**src/rtl/traffic_pkg.sv**
```systemverilog
// Shared traffic-controller constants: road count and default jam-detector tuning.
package traffic_pkg;

  localparam int unsigned NUM_ROADS      = 4;
  localparam int unsigned JAM_SAMPLE_DIV = 4;
  localparam int unsigned JAM_CNT_MAX    = 15;
  localparam int unsigned JAM_ON_TH      = 12;
  localparam int unsigned JAM_OFF_TH     = 4;

  function automatic int unsigned cnt_width(input int unsigned max_val);
    return (max_val < 1) ? 1 : $clog2(max_val + 1);
  endfunction

endpackage

```
**src/rtl/jam_road_filter.sv**
```systemverilog
// Per-road occupancy filter: optional 2-flop synchronizer (JAM_DETECT_SYNC_EN),
// saturating up/down counter advanced on sample ticks, and a hysteresis jam flag.
module jam_road_filter
  import traffic_pkg::*;
#(
  parameter int unsigned CNT_MAX = JAM_CNT_MAX,
  parameter int unsigned ON_TH   = JAM_ON_TH,
  parameter int unsigned OFF_TH  = JAM_OFF_TH
) (
  input  logic clk,
  input  logic rst,
  input  logic tick,
  input  logic occ,
  output logic jam,
  output logic jam_next
);

  localparam int unsigned CNT_W = cnt_width(CNT_MAX);

  logic             occ_s;
  logic [CNT_W-1:0] cnt;
  logic [CNT_W-1:0] cnt_next;

`ifdef JAM_DETECT_SYNC_EN
  logic [1:0] sync;

  always_ff @(posedge clk or posedge rst) begin
    if (rst) sync <= '0;
    else     sync <= {sync[0], occ};
  end

  assign occ_s = sync[1];
`else
  assign occ_s = occ;
`endif

  // Flag is judged on the post-update count so it moves on the crossing edge itself.
  always_comb begin
    cnt_next = cnt;
    jam_next = jam;
    if (tick) begin
      if (occ_s && (cnt < CNT_W'(CNT_MAX)))
        cnt_next = cnt + 1'b1;
      else if (!occ_s && (cnt != '0))
        cnt_next = cnt - 1'b1;

      if (cnt_next >= CNT_W'(ON_TH))
        jam_next = 1'b1;
      else if (cnt_next <= CNT_W'(OFF_TH))
        jam_next = 1'b0;
    end
  end

  always_ff @(posedge clk or posedge rst) begin
    if (rst) begin
      cnt <= '0;
      jam <= 1'b0;
    end else begin
      cnt <= cnt_next;
      jam <= jam_next;
    end
  end

endmodule

```
**src/rtl/jam_detect_unit.sv**
```systemverilog
// Jam detector front end: shared sample prescaler, four road filters, registered jam_any.
// Define JAM_DETECT_SYNC_EN to synchronize road_occ_* inside each filter.
module jam_detect_unit
  import traffic_pkg::*;
#(
  parameter int unsigned SAMPLE_DIV = JAM_SAMPLE_DIV,
  parameter int unsigned CNT_MAX    = JAM_CNT_MAX,
  parameter int unsigned ON_TH      = JAM_ON_TH,
  parameter int unsigned OFF_TH     = JAM_OFF_TH
) (
  input  logic clk,
  input  logic rst,
  input  logic road_occ_0,
  input  logic road_occ_1,
  input  logic road_occ_2,
  input  logic road_occ_3,
  output logic jam_sensor_0,
  output logic jam_sensor_1,
  output logic jam_sensor_2,
  output logic jam_sensor_3,
  output logic jam_any,
  output logic sample_tick
);

  localparam int unsigned PS_W = (SAMPLE_DIV > 1) ? $clog2(SAMPLE_DIV) : 1;

  if ((SAMPLE_DIV < 1) || !(OFF_TH < ON_TH) || !(ON_TH <= CNT_MAX)) begin : g_bad_params
    $error("jam_detect_unit: illegal SAMPLE_DIV/CNT_MAX/ON_TH/OFF_TH combination");
  end

  logic [PS_W-1:0]      ps;
  logic [PS_W-1:0]      ps_next;
  logic [NUM_ROADS-1:0] occ_vec;
  logic [NUM_ROADS-1:0] jam_vec;
  logic [NUM_ROADS-1:0] jam_next_vec;

  assign occ_vec = {road_occ_3, road_occ_2, road_occ_1, road_occ_0};

  always_comb begin
    ps_next = ps + 1'b1;
    if (ps == PS_W'(SAMPLE_DIV - 1)) ps_next = '0;
  end

  // sample_tick is registered from ps_next so it is high exactly while ps == SAMPLE_DIV-1.
  always_ff @(posedge clk or posedge rst) begin
    if (rst) begin
      ps          <= '0;
      sample_tick <= 1'b0;
      jam_any     <= 1'b0;
    end else begin
      ps          <= ps_next;
      sample_tick <= (ps_next == PS_W'(SAMPLE_DIV - 1));
      jam_any     <= |jam_next_vec;
    end
  end

  for (genvar r = 0; r < NUM_ROADS; r++) begin : g_road
    jam_road_filter #(
      .CNT_MAX (CNT_MAX),
      .ON_TH   (ON_TH),
      .OFF_TH  (OFF_TH)
    ) u_filter (
      .clk      (clk),
      .rst      (rst),
      .tick     (sample_tick),
      .occ      (occ_vec[r]),
      .jam      (jam_vec[r]),
      .jam_next (jam_next_vec[r])
    );
  end

  assign jam_sensor_0 = jam_vec[0];
  assign jam_sensor_1 = jam_vec[1];
  assign jam_sensor_2 = jam_vec[2];
  assign jam_sensor_3 = jam_vec[3];

endmodule

```
**config.mk**
```make
export PLATFORM = sky130hd
export DESIGN_NAME = jam_detect_unit
export DESIGN_NICKNAME = d
export VERILOG_FILES = /design/src/rtl/traffic_pkg.sv /design/src/rtl/jam_road_filter.sv /design/src/rtl/jam_detect_unit.sv
export SDC_FILE = /design/constraint.sdc
export NUM_CORES = 1
export LEC_CHECK = 0
export ABC_CLOCK_PERIOD_IN_PS = 2200
export CORE_ASPECT_RATIO = 1.4
export CORE_MARGIN = 1.5
export CORE_UTILIZATION = 58
export CTS_CLUSTER_SIZE = 24
export DETAILED_ROUTE_END_ITERATION = 8
export PLACE_DENSITY = 0.79
export SETUP_SLACK_MARGIN = 0.05
export SLEW_MARGIN = 40
export SYNTH_ARGS = -nofsm -noshare
export SYNTH_HDL_FRONTEND = slang
export SYNTH_SLANG_ARGS = --single-unit
```
**constraint.sdc**
```tcl
create_clock -name clk -period 2.2 [get_ports clk]
set_clock_uncertainty 0.15 [all_clocks]
set_input_delay 0.33 -clock clk [delete_from_list [all_inputs] [get_ports clk]]
set_output_delay 0.33 -clock clk [all_outputs]
set_load 0.01 [all_outputs]
```
==> impl_metrics.py <==
metrics = {
    "final_layout": {
        "drive_gt1_share_pct": 20.3,
        "area_growth_pct": 18.6,
        "fillCellCount": 214,
        "design_area_um2": 2070,
        "fin_cells": 259,
        "fin_util_pct": 72.1,
        "final_nets": 239,
        "antenna_cells": 0,
    },
    "route": {
        "via_per_inst": 5.93,
        "drt_pass1_iterations": 4,
        "vias": 1535,
        "m1WireLength_mm": 1.60,
        "ant_nets": 0,
        "top_layer": "met4",
        "wl_met2_mm": 1.92,
        "drcViolationCount": 0,
        "met3RoutedLength_um": 93,
        "drt_iter0_markers": 47,
        "wl_per_cell_um": 14.1,
        "routed_wl_mm": 3.65,
    },
    "timing": {
        "min_period_ps": 2060,
        "rsz0062_at_grt": "no",
        "hold_violations": 0,
        "setup_viol": 0,
        "slew_violations": 0,
        "fmax_ghz": 0.486,
        "tightest_slew_ps": 468,
        "post-route-period-util_pct": 93.5,
        "setup_tns_ps": 0,
        "relSlewSlack_pct": 68.4,
        "setup_ws_ps": 143,
    },
    "worst_setup_path": {
        "r2r_end": "jam_any$_DFF_PP0_",
        "cp-endpoint": "jam_any$_DFF_PP0_",
        "crit_type": "flip-flop to flip-flop",
        "crit_start": "g_road[0].u_filter.cnt[0]$_DFFE_PP0P_",
        "worst-path-max-fanout": 6,
        "crit_required_ps": 2170,
        "ff2ff_setup_slack_ps": 140,
        "worstRegToRegCells": 8,
        "critPathCaptureType": "flip-flop",
        "cp.arrival_ps": 2030,
        "start_kind": "flip-flop",
        "worstReg2RegStart": "g_road[0].u_filter.cnt[0]$_DFFE_PP0P_",
    },
    "clock_tree": {
        "htree_levels": 1,
        "cts-root-buf": "clkbuf_8",
        "clockBufferDepth": 2,
        "cts_hold_buf": 0,
        "cts.sinks": 24,
        "clkSlewWorstSetupHoldPaths_ps": 80,
        "cts_tree": "yes",
        "cts_buffers": 3,
        "clock_latency_ps": 260,
    },
    "global_routing": {
        "grt_antenna_before_repair": 0,
        "grt_max_degree": 25,
        "grt_pass1_wl_mm": 6.19,
        "track_usage_pct": 23.6,
        "grt-ovfl-total": 0,
        "first_global_vias": 1470,
    },
    "place": {
        "place_area_um2": 1910,
        "port_buffers": 11,
        "dp_hpwl_mm": 2.68,
        "gp_congestion": 0.865,
        "dp_slack_ps": -181,
        "dp_cells": 251,
    },
    "floorplanning": {
        "fp.coreArea_um2": 2880,
        "fp.dieW_um": 49.4,
        "num_rows": 23,
        "die-area_um2": 3360,
        "start_util_pct": 60.8,
        "num_io_pins": 12,
        "die_y_um": 68.0,
    },
    "min_path": {
        "hold_class": "primary input to asynchronous set/reset pin",
    },
    "synth": {
        "seq_area_frac_synth_pct": 34.3,
        "syn_area_um2": 1750,
        "syn_nets": 218,
        "ys_ff_latch": 24,
        "ys_warn_count": 0,
        "syn_area_per_cell_um2": 8.66,
        "synth_ff_type": "dfrtp_1",
        "synth.distinct_cells": 53,
        "async_flop_share_pct": 100,
        "synth-edff-count": 0,
        "syn_inst": 202,
    },
    "status": {
        "outcome": "finished clean",
    },
    "power": {
        "p_leak_uw": 0.000883,
        "max-vdd-ir-drop_mv": 0.881,
        "power.density_nw_per_um2": 1220,
    },
    "run": {
        "drv_cap": 0,
    },
}
logic make-up (layout without fill, tap and decap cells):
logic type / Yosys count / after routing / synth area share, %
compound gates: 60 / 60 / 22.7
fa+ha+maj: 10 / 10 / 7.15
simple gates: 73 / 73 / 23.7
flops: 24 / 24 / 34.3
buf+inv: 28 / 48 / 8.51
xor+xnor: 5 / 5 / 2.50
mux: 2 / 2 / 1.14
per-layer routing:
layer | vias to the layer above | global-route usage, %
li1 | 771 | -
met5 | - | 0
met2 | 25 | 43.9
met3 | 4 | 2.84
met1 | 735 | 26.8
met4 | 0 | 12.2
critical path, cell delays in order, from the launching register on:
cell and delay (ps):
dfrtp_2 440, inv_1 70, ha_1 180, nor2b_1 290, o21bai_1 160, a21oi_1 100
and2_2 220, o21ai_0 200, nand4_1 100
where the power goes:
part	internal [µW]	switching [µW]	total, µW	leakage, µW
logic	663	635	1300	0.000580
clock network	160	132	292	0.0000288
registers	624	317	941	0.000274
worst min-delay path by stage:
| stage | cells past startpoint | from | end | slack, ps |
|---|---|---|---|---|
| after floorplan | 1 | rst | g_road[0].u_filter.cnt[0]$_DFFE_PP0P_ | 190 |
| after global placement | 1 | ps[0]$_DFF_PP0_ | ps[0]$_DFF_PP0_ | 290 |
| after detailed placement | 1 | ps[0]$_DFF_PP0_ | ps[0]$_DFF_PP0_ | 320 |
| after global routing | 3 | rst | g_road[3].u_filter.cnt[0]$_DFFE_PP0P_ | 300 |
| final | 3 | rst | ps[1]$_DFF_PP0_ | 250 |
| after CTS | 3 | rst | ps[1]$_DFF_PP0_ | 250 |
cells in the final DEF (no fill, tap or decap), types with 2 or more instances in the layout:
| master | Yosys | final |
|---|---|---|
| nand4_1 | 7 | 7 |
| and3b_1 | 2 | 2 |
| nand3_1 | 6 | 6 |
| a31oi_1 | 3 | 3 |
| inv_1 | 16 | 14 |
| o22ai_1 | 2 | 2 |
| a21o_1 | 2 | 2 |
| buf_4 | 1 | 17 |
| nor3b_1 | 2 | 2 |
| nand2b_1 | 6 | 6 |
| o211ai_1 | 2 | 2 |
| nand2_1 | 18 | 18 |
| clkdlybuf4s50_1 | 0 | 10 |
| inv_2 | 0 | 2 |
| nor2_1 | 8 | 8 |
| clkbuf_8 | 2 | 4 |
| o21a_1 | 4 | 4 |
| and3_1 | 2 | 2 |
| o21ai_0 | 16 | 14 |
| dfrtp_2 | 0 | 5 |
| dfrtp_1 | 24 | 19 |
| o32ai_2 | 1 | 2 |
| mux2i_1 | 2 | 2 |
| and2_2 | 4 | 4 |
| a211oi_2 | 0 | 2 |
| nor3_1 | 2 | 2 |
| and4_1 | 2 | 2 |
| ha_1 | 10 | 8 |
| a22oi_1 | 2 | 2 |
| a21oi_1 | 13 | 13 |
| o31ai_1 | 2 | 2 |
| xnor2_1 | 4 | 4 |
| nor2b_1 | 5 | 4 |
| or4_4 | 2 | 2 |
| ha_4 | 0 | 2 |
flip-flops by register name, summed over array words and instances, names as in the netlist:
| name | count |
|---|---|
| jam_any | 1 |
| g_road.u_filter.jam | 4 |
| sample_tick | 1 |
| g_road.u_filter.cnt | 16 |
| ps | 2 |
timing repair:
item	in CTS	in global routing
buffers inserted	0	4
endpoints found under the setup margin	1	3
resized for setup	1	21
pin swaps	0	5
Yosys cell counts, drive strengths merged (2+ instances only):
library cell   n  area, µm²
nor2           8       30.0
or4            3       30.0
o32ai          3       33.8
mux2i          2       20.0
nand4          7       43.8
a211oi         2       15.0
nor3           2       10.0
or2            2       12.5
a21o           2       15.0
o21a           4       30.0
o31ai          2       15.0
and4           2       17.5
o22ai          2       12.5
buf            6       45.0
o21ai         16       80.1
dfrtp         24        601
and3           2       12.5
nand3          6       30.0
inv           16       60.1
nor2b          5       31.3
a22oi          2       15.0
clkbuf         6       43.8
nor3b          2       15.0
a31oi          3       18.8
and3b          2       17.5
nand2         18       67.6
o211ai         2       15.0
a21oi         13       65.1
ha            10        125
and2           5       36.3
nand2b         6       37.5
xnor2          4       35.0
metrics by stage:
step	hold slack, ps	power, µW
finish	249	2530
CTS	252	2350
detailed placement	317	2050
floorplan	195	1760
global placement	288	1970
global route	300	2740
final cells by class:
| class | count | area [µm²] | share of cell area, % |
|---|---|---|---|
| well taps | 37 | 46.3 | 2.23 |
| flip-flops and latches | 24 | 607 | 29.3 |
| clock buffers | 4 | 55.1 | 2.65 |
| multi-input cells | 150 | 1070 | 51.4 |
| repair buffers | 28 | 240 | 11.6 |
| inverters | 16 | 60.1 | 2.90 |
No activity file was read; power rests on OpenSTA's default activity.
